**src/rtl/bus2st_lane_sched_if.sv**
```systemverilog
// Memory read port and bus2st lane bundle for the lane scheduler.
// master is the scheduler side; slave is the memory/lane side.
interface bus2st_lane_sched_if #(
  parameter int BUS       = 534,
  parameter int NUM_LANES = 4,
  parameter int ADDR_W    = 32
);
  logic                 mem_rd_req;
  logic [ADDR_W-1:0]    mem_rd_addr;
  logic                 mem_rd_ack;
  logic                 rsp_valid;
  logic [BUS-1:0]       rsp_data;
  logic [NUM_LANES-1:0] lane_bus_ready;
  logic [BUS-1:0]       lane_bus_data;
  logic [NUM_LANES-1:0] lane_bus_en;

  modport master (
    output mem_rd_req, mem_rd_addr,
    output lane_bus_data, lane_bus_en,
    input  mem_rd_ack, rsp_valid, rsp_data,
    input  lane_bus_ready
  );

  modport slave (
    input  mem_rd_req, mem_rd_addr,
    input  lane_bus_data, lane_bus_en,
    output mem_rd_ack, rsp_valid, rsp_data,
    output lane_bus_ready
  );
endinterface

```
**src/rtl/bus2st_lane_sched.sv**
```systemverilog
// Fetches turbo packets from memory and hands each whole packet
// to one ready bus2st lane, round-robin, with bounded outstanding reads.
module bus2st_lane_sched #(
  parameter int BUS                   = 534,
  parameter int NUM_LANES             = 4,
  parameter int NUM_BUS_PER_TURBO_PKT = 25,
  parameter int ADDR_W                = 32,
  parameter int ADDR_STEP             = 1,
  parameter int MAX_OUTST             = 8,
  parameter int PICK_GAP              = 3
) (
  input  logic              clk_400,
  input  logic              rst_n,
  input  logic              start,
  input  logic [ADDR_W-1:0] base_addr,
  input  logic [15:0]       num_pkts,
  output logic              busy,
  output logic              done,
  output logic              err,
  output logic [15:0]       pkt_cnt,
  bus2st_lane_sched_if.master io
);
  localparam int LW = (NUM_LANES > 1) ? $clog2(NUM_LANES) : 1;
  localparam logic [7:0] NPKT = 8'(NUM_BUS_PER_TURBO_PKT);
  localparam logic [7:0] MO   = 8'(MAX_OUTST);
  localparam logic [7:0] GAPN = 8'(PICK_GAP);

  typedef enum logic [1:0] {IDLE, PICK, XFER, GAP} state_e;

  state_e               state_q, state_d;
  logic [LW-1:0]        grant_q, grant_d;
  logic [7:0]           issued_q, issued_d;
  logic [7:0]           rcvd_q, rcvd_d;
  logic [7:0]           gap_q, gap_d;
  logic [ADDR_W-1:0]    addr_q, addr_d;
  logic [15:0]          num_q, num_d;
  logic [15:0]          cnt_q, cnt_d;
  logic                 done_q, done_d;
  logic                 err_q, err_d;
  logic                 req_q, req_d;
  logic [BUS-1:0]       data_q, data_d;
  logic [NUM_LANES-1:0] en_q, en_d;

  logic          acc;
  logic          found;
  logic [LW-1:0] pick;
  logic [LW-1:0] idx;

  always_comb begin
    state_d  = state_q;
    grant_d  = grant_q;
    issued_d = issued_q;
    rcvd_d   = rcvd_q;
    gap_d    = gap_q;
    addr_d   = addr_q;
    num_d    = num_q;
    cnt_d    = cnt_q;
    done_d   = 1'b0;
    err_d    = err_q;
    req_d    = 1'b0;
    data_d   = data_q;
    en_d     = '0;
    acc      = req_q && io.mem_rd_ack;
    found    = 1'b0;
    pick     = grant_q;
    idx      = '0;

    // Round-robin search starting just after the last grant.
    for (int i = 1; i <= NUM_LANES; i++) begin
      idx = LW'((int'(grant_q) + i) % NUM_LANES);
      if (!found && io.lane_bus_ready[idx]) begin
        found = 1'b1;
        pick  = idx;
      end
    end

    if (acc) begin
      addr_d   = addr_q + ADDR_W'(ADDR_STEP);
      issued_d = issued_q + 8'd1;
    end

    if (io.rsp_valid) begin
      if (state_q == XFER && rcvd_q < NPKT) begin
        rcvd_d        = rcvd_q + 8'd1;
        data_d        = io.rsp_data;
        en_d[grant_q] = 1'b1;
      end else begin
        err_d = 1'b1;
      end
    end

    unique case (state_q)
      IDLE: begin
        if (start) begin
          addr_d = base_addr;
          num_d  = num_pkts;
          cnt_d  = '0;
          err_d  = io.rsp_valid;
          if (num_pkts == 16'd0) done_d = 1'b1;
          else state_d = PICK;
        end
      end
      PICK: begin
        if (found) begin
          grant_d  = pick;
          issued_d = '0;
          rcvd_d   = '0;
          state_d  = XFER;
        end
      end
      XFER: begin
        if (!io.lane_bus_ready[grant_q] && rcvd_q < NPKT)
          err_d = 1'b1;
        if (rcvd_d == NPKT) begin
          cnt_d = cnt_q + 16'd1;
          gap_d = '0;
          if (cnt_q + 16'd1 == num_q) begin
            state_d = IDLE;
            done_d  = 1'b1;
          end else begin
            state_d = GAP;
          end
        end else begin
          req_d = (issued_d < NPKT) && (8'(issued_d - rcvd_d) < MO);
        end
      end
      GAP: begin
        // Give the filled lane time to drop bus_ready.
        if (gap_q + 8'd1 >= GAPN) state_d = PICK;
        else gap_d = gap_q + 8'd1;
      end
      default: state_d = IDLE;
    endcase
  end

  always_ff @(posedge clk_400) begin
    if (!rst_n) begin
      state_q  <= IDLE;
      grant_q  <= LW'(NUM_LANES - 1);
      issued_q <= '0;
      rcvd_q   <= '0;
      gap_q    <= '0;
      addr_q   <= '0;
      num_q    <= '0;
      cnt_q    <= '0;
      done_q   <= 1'b0;
      err_q    <= 1'b0;
      req_q    <= 1'b0;
      data_q   <= '0;
      en_q     <= '0;
    end else begin
      state_q  <= state_d;
      grant_q  <= grant_d;
      issued_q <= issued_d;
      rcvd_q   <= rcvd_d;
      gap_q    <= gap_d;
      addr_q   <= addr_d;
      num_q    <= num_d;
      cnt_q    <= cnt_d;
      done_q   <= done_d;
      err_q    <= err_d;
      req_q    <= req_d;
      data_q   <= data_d;
      en_q     <= en_d;
    end
  end

  assign busy           = (state_q != IDLE);
  assign done           = done_q;
  assign err            = err_q;
  assign pkt_cnt        = cnt_q;
  assign io.mem_rd_req  = req_q;
  assign io.mem_rd_addr = addr_q;
  assign io.lane_bus_data = data_q;
  assign io.lane_bus_en = en_q;
endmodule

```
**src/flat_wrapper.sv**
```systemverilog
// flat-port wrapper written by rule: the top's interface ports become plain ports
module bus2st_lane_sched_flat 
#(
  parameter int BUS                   = 534,
  parameter int NUM_LANES             = 4,
  parameter int NUM_BUS_PER_TURBO_PKT = 25,
  parameter int ADDR_W                = 32,
  parameter int ADDR_STEP             = 1,
  parameter int MAX_OUTST             = 8,
  parameter int PICK_GAP              = 3
)
  (clk_400, rst_n, start, base_addr, num_pkts, busy, done, err, pkt_cnt, io_mem_rd_req, io_mem_rd_addr, io_lane_bus_data, io_lane_bus_en, io_mem_rd_ack, io_rsp_valid, io_rsp_data, io_lane_bus_ready);
  bus2st_lane_sched_if #(.BUS(BUS), .NUM_LANES(NUM_LANES), .ADDR_W(ADDR_W)) io_i ();
  input  logic clk_400;
  input  logic rst_n;
  input  logic start;
  input  logic [ADDR_W-1:0] base_addr;
  input  logic [15:0] num_pkts;
  output logic busy;
  output logic done;
  output logic err;
  output logic [15:0] pkt_cnt;
  output wire logic [$bits(io_i.mem_rd_req)-1:0] io_mem_rd_req;
  output wire logic [$bits(io_i.mem_rd_addr)-1:0] io_mem_rd_addr;
  output wire logic [$bits(io_i.lane_bus_data)-1:0] io_lane_bus_data;
  output wire logic [$bits(io_i.lane_bus_en)-1:0] io_lane_bus_en;
  input wire logic [$bits(io_i.mem_rd_ack)-1:0] io_mem_rd_ack;
  input wire logic [$bits(io_i.rsp_valid)-1:0] io_rsp_valid;
  input wire logic [$bits(io_i.rsp_data)-1:0] io_rsp_data;
  input wire logic [$bits(io_i.lane_bus_ready)-1:0] io_lane_bus_ready;
  assign io_mem_rd_req = io_i.mem_rd_req;
  assign io_mem_rd_addr = io_i.mem_rd_addr;
  assign io_lane_bus_data = io_i.lane_bus_data;
  assign io_lane_bus_en = io_i.lane_bus_en;
  assign io_i.mem_rd_ack = io_mem_rd_ack;
  assign io_i.rsp_valid = io_rsp_valid;
  assign io_i.rsp_data = io_rsp_data;
  assign io_i.lane_bus_ready = io_lane_bus_ready;
  bus2st_lane_sched #(.BUS(BUS), .NUM_LANES(NUM_LANES), .NUM_BUS_PER_TURBO_PKT(NUM_BUS_PER_TURBO_PKT), .ADDR_W(ADDR_W), .ADDR_STEP(ADDR_STEP), .MAX_OUTST(MAX_OUTST), .PICK_GAP(PICK_GAP)) u_core (.clk_400(clk_400), .rst_n(rst_n), .start(start), .base_addr(base_addr), .num_pkts(num_pkts), .busy(busy), .done(done), .err(err), .pkt_cnt(pkt_cnt), .io(io_i));
endmodule
```
**config.mk**
```make
export PLATFORM = sky130hd
export DESIGN_NAME = bus2st_lane_sched_flat
export DESIGN_NICKNAME = d
export VERILOG_FILES = /design/src/rtl/bus2st_lane_sched_if.sv /design/src/rtl/bus2st_lane_sched.sv /design/src/flat_wrapper.sv
export SDC_FILE = /design/constraint.sdc
export NUM_CORES = 1
export LEC_CHECK = 0
export ABC_AREA = 0
export BUFFER_PORTS_ARGS = -buffer_cell sky130_fd_sc_hd__buf_2
export CAP_MARGIN = 10
export CORE_AREA = 8 8 450 452
export CTS_BUF_LIST = sky130_fd_sc_hd__clkbuf_8
export CTS_CLUSTER_SIZE = 40
export DETAILED_ROUTE_END_ITERATION = 12
export DIE_AREA = 0 0 458 460
export GPL_TIMING_DRIVEN = 0
export PLACE_DENSITY = 0.32
export SYNTH_ARGS = -nofsm -noshare
export SYNTH_HDL_FRONTEND = slang
export SYNTH_SLANG_ARGS = --single-unit
export TNS_END_PERCENT = 50
```
**constraint.sdc**
```tcl
create_clock -name clk_400 -period 5.3 [get_ports clk_400]
set_input_delay 0.265 -clock clk_400 [delete_from_list [all_inputs] [get_ports clk_400]]
set_output_delay 0.265 -clock clk_400 [all_outputs]
set_load 0.05 [all_outputs]
```
After elaboration in Yosys (flattened, before gate mapping)
Cells that the tools add are included.

Bits in registers: 633. Input bits: 591. Output and inout port bits: 590. Logic and storage cells: 125.

Add/sub/neg operators: 10. Magnitude comparators: 10. Eq/ne operators: 11. Muxes and demuxes: 53. Bitwise logic cells: 2. Reduce and logical (&&, ||, !) cells: 26.

Operators by type and width (number): two-way mux 32 bit (3); two-way mux 8 bit (9); adder 32 x 1 -> 32 bit, second input constant (1); two-way mux 16 bit (2); case mux 16 bit (2 select lines) (1); adder 8 x 1 -> 8 bit, second input constant (3); two-way mux 2 bit (10); two-way mux 1 bit (18); adder 16 x 1 -> 16 bit, second input constant (1); equality test 16 bit (1); logical NOT 16 bit (1); < comparator 8 x 5 -> 1 bit, second input constant (2); case mux 8 bit (2 select lines) (1); < comparator 2 x 3 -> 1 bit, second input constant (5); AND reduction 3 bit (4); binary-select mux 1 bit (select 2 bit) (5); equality test 8 x 5 -> 1 bit, second input constant (1); greater-or-equal comparator 8 x 2 -> 1 bit, second input constant (1); logical AND 1 bit (8); < comparator 8 x 4 -> 1 bit, second input constant (1); != test 2 bit, second input constant (4); case mux 2 bit (4 select lines) (1); subtractor 8 bit (1); nonzero test 2 bit (3); other kinds (15) (25).

Depth between registers and ports, before layout
Depth after elaboration: 15. Mapped depth: 16. Gate-level depth less buffers: 14.

Least setup slack after synthesis
Ideal clock, no wire load.

Path type: register -> register. From: register u_core.state_q[0]. To: register u_core.req_q, in the netlist u_core.io.mem_rd_req. Library setup time: 88 ps. Arrival: 3176 ps. Data required time: 5212 ps. Path slack: 2036 ps. Stages on the path, launching flop included: 16. Buffers on the path: 3. Clock period less this slack: 3264 ps. Cells stage by stage: dfxtp_1 > inv_1 > ha_1 > buf_2 > nand2_1 > a311oi_2 > buf_2 > buf_1 > a21oi_1 > ha_1 > nor4_1 > mux2i_1 > a21o_1 > a21oi_1 > mux2_2 > nor4_2.

Longest elaborated chain between the ends: 7. Elaborated cells on any way between the ends: 10. Classes of those cells: 1 x add/sub; 1 x order compare; 2 x eq/ne; 2 x mux; 1 x bitwise; 3 x reduce/logical.

Ends and longest elaborated chain: start, declared (line bus2st_lane_sched.sv:30) `state_e state_q, state_d;`; start signal, assigned (line bus2st_lane_sched.sv:152) `state_q <= state_d;`; equality test 2 bit * (line bus2st_lane_sched.sv:83, bus2st_lane_sched.sv:92); logical AND 1 bit (line bus2st_lane_sched.sv:83) `if (state_q == XFER && rcvd_q < NPKT) begin`; two-way mux 8 bit (line bus2st_lane_sched.sv:83); two-way mux 8 bit (line bus2st_lane_sched.sv:82) `if (io.rsp_valid) begin`; subtractor 8 bit (line bus2st_lane_sched.sv:124) `req_d = (issued_d < NPKT) && (8'(issued_d - rcvd_d) < MO);`; < comparator 8 x 4 -> 1 bit (line bus2st_lane_sched.sv:124); logical AND 1 bit (line bus2st_lane_sched.sv:124); end signal, assigned (line bus2st_lane_sched.sv:162) `req_q <= req_d;`; end, declared (line bus2st_lane_sched.sv:40) `logic req_q, req_d;`.

Mark *: on every way between the ends. The rest lies on a longest branch, timed or not. A chain may end at the register's enable or synchronous reset.

Worst setup path in the final report
Ends and elaborated chain as after synthesis.

==> results.yml <==
sta:
  finalHoldViolations: 0
  rsz0062_at_grt: "false"
  fin_crit_sh: 0.8697
  fin_setup_tns_ns: 0
  max_slew_margin: 0.2952
  setup_viol: 0
  maxSlewViolCount: 0
  worstMarginPinSlew_ns: 1.057
  period_needed_ns: 4.609
  max_clock_freq_ghz: 0.2170
  finClkSkew_ns: 0.04782
clocking:
  cts_resized: 0
  cts.reportedPaths.clkPinSlew_ns: 0.06
  cts_buffer_depth: 3
  worstSkewPairLatency_ns: 0.89
  hold_buffers: 633
  cts_root_buf: "clkbuf_8"
  htree_num_levels: 4
  cts_sinks: 633
  tritoncts: "yes"
  cts_setup_buffers: 0
  numCtsBuffers: 135
floorplan:
  die_h_um: 460
  ios: 1181
  start_util: 0.1213
  dieArea_um2: 210700
  fp-row-count: 163
  core_area_um2: 195800
  die_w_um: 458
synthesis:
  synth_area_leader_cell: "dfxtp_1"
  syn_area_um2: 23750
  netlist-cell-type-count: 65
  async_flop_share: 0
  avgSynthCellArea_um2: 7.895
  ys_warn_count: 0
  synthCells: 3008
  synth_area_leaders: "dfxtp_1, nand2_1, a21oi_1"
  synth_seq_area_share: 0.5336
  ys_ff_latch: 633
  syn_nets: 3620
  synth_top_cell_area_share: 0.5336
  synth_edf_count: 0
  synth_top_flop_cell: "dfxtp_1"
routing:
  antenna_left: 0
  first_pass_iters: 5
  wl_um: 170800
  via_per_inst: 3.747
  routedWlPerCell_um: 22.37
  drc: 0
  vias: 28600
  drt_iter0_drc: 1505
finish:
  final_area_um2: 41980
  fin_nets: 5571
  fillerInstances: 22180
  mostFrequentLayoutCells: "buf_2, nand2_1, dlygate4sd3_1, dfxtp_1, a21oi_1"
  area_growth_pct: 76.76
  final_common_cell: "buf_2"
  drive_gt1_frac: 0.2816
global_routing:
  gr-total-overflow: 0
  grt_max_degree: 17
  gr-usage-all-layers: 0.1541
  grt_pass1_vias: 29620
  antenna_found_initial: 38
  grt_pass1_wl_um: 233200
worst_setup_path:
  cp.arrival_ns: 5.42
  r2r_start: "u_core.state_q[0]"
  required_ns: 6.11
  worst_r2r_path_depth: 16
  endpoint_kind: "flip-flop"
  crit_fanout: 10
  startpoint: "u_core.state_q[0]"
  reg2reg_setup_slack_ns: 0.69
  path_class: "reg2reg"
  crit_path_start_kind: "flip-flop"
  r2r-end: "u_core.io.mem_rd_req"
  crit_end: "u_core.io.mem_rd_req"
placement:
  portBuffers: 1179
  placed_area_um2: 32890
  dpl.hpwl_um: 141200
  place.gp.congestion: 0.8717
worst_hold_path:
  hold_class: "in2reg"
pwr:
  leakage_nw: 17.81
  power_density_nw_per_um2: 389.8
  ir_drop_v: 0.0001791
flow_run:
  drv_cap: 0
status:
  status: "finished clean"
==> how the worst min path moves through the flow <==
stage / from / to / depth (start not counted)
floorplan: num_pkts[0] / u_core.num_q[0] / 2
global placement: u_core.io.lane_bus_data[498] / u_core.io.lane_bus_data[498] / 2
detailed placement: u_core.io.lane_bus_data[188] / u_core.io.lane_bus_data[188] / 2
CTS: io_rsp_data[121] / u_core.io.lane_bus_data[121] / 4
global route: io_rsp_data[119] / u_core.io.lane_bus_data[119] / 4
finish: io_rsp_data[150] / u_core.io.lane_bus_data[150] / 4
==> sequential cells by signal, indices dropped and copies added, names as in the netlist <==
register,count
u_core.io.lane_bus_data,534
u_core.io.mem_rd_addr,32
u_core.num_q,16
u_core.pkt_cnt,16
u_core.gap_q,8
u_core.issued_q,8
u_core.rcvd_q,8
u_core.io.lane_bus_en,4
u_core.grant_q,2
u_core.state_q,2
u_core.done,1
u_core.err,1
u_core.io.mem_rd_req,1
==> cells by family after synthesis <==
family	synth area share
XOR/XNOR	0.02360
adder cells (fa/ha/maj)	0.01106
multiplexers	0.006111
AO/OA/AOI/OAI	0.1535
buffers and inverters	0.03920
AND/OR/NAND/NOR	0.2329
flip-flops	0.5336
==> layout make-up <==
class	instances	area, um2	area share
diodes	24	60.06	0.001431
plain buffers	213	850.8	0.02027
clock buffers	163	2243	0.05344
clock inverters	68	445.4	0.01061
inverters	22	82.58	0.001967
multi-input cells	2140	10150	0.2417
flip-flops and latches	633	12670	0.3019
well taps	2557	3199	0.07621
repair buffers	1814	12280	0.2925
==> critical path: stages, from the launching register on <==
cell and delay (ns):
dfxtp_1 0.34, inv_1 0.09, ha_1 0.14, buf_2 0.19
nand2_1 0.11, a311oi_2 0.57, buf_2 0.60, clkbuf_1 0.47
buf_16 0.21, a41oi_1 0.18, ha_1 0.39, o21a_1 0.13
nor2_1 0.12, xnor2_1 0.14, o2111ai_1 0.13, or4_1 0.51
nor4_2 0.21
==> layer usage <==
layer | wire length, um | vias to the layer above | GRT usage
li1 | - | 13890 | -
met1 | 67140 | 13390 | 0.1725
met2 | 83420 | 1071 | 0.2690
met3 | 15770 | 235 | 0.06514
met4 | 4352 | 16 | 0.04084
met5 | 98 | - | 0
==> metrics by stage <==
stage	total power, W	util	setup slack (ns)	std cells	hold WS, ns
after CTS	0.01675	0.2141	0.3714	7610	0.0003936
after detailed placement	0.01064	0.1680	0.3567	6746	0.4434
after global placement	0.01063	0.1678	-0.1274	6744	0.4400
final	0.01636	0.2144	0.6907	7634	0.1746
after floorplan	0.008738	-	2.036	3008	0.4010
after global routing	0.01726	0.2142	0.1181	7621	0.05776
==> synth_stat cells (all sizes together) (20+ instances only) <==
| master | number |
|---|---|
| inv | 21 |
| nand2 | 1155 |
| dfxtp | 633 |
| nor2 | 63 |
| buf | 42 |
| xor2 | 36 |
| a211oi | 20 |
| ha | 21 |
| clkbuf | 171 |
| xnor2 | 28 |
| a21oi | 581 |
| o21ai | 27 |
| nand4 | 27 |
==> power breakdown <==
part / total [W] / internal (W) / switching (W)
logic: 0.00517 / 0.00137 / 0.00381
clock network: 0.00549 / 0.00297 / 0.00252
registers: 0.00570 / 0.00531 / 0.000388
(Power assumes the default switching activity.)
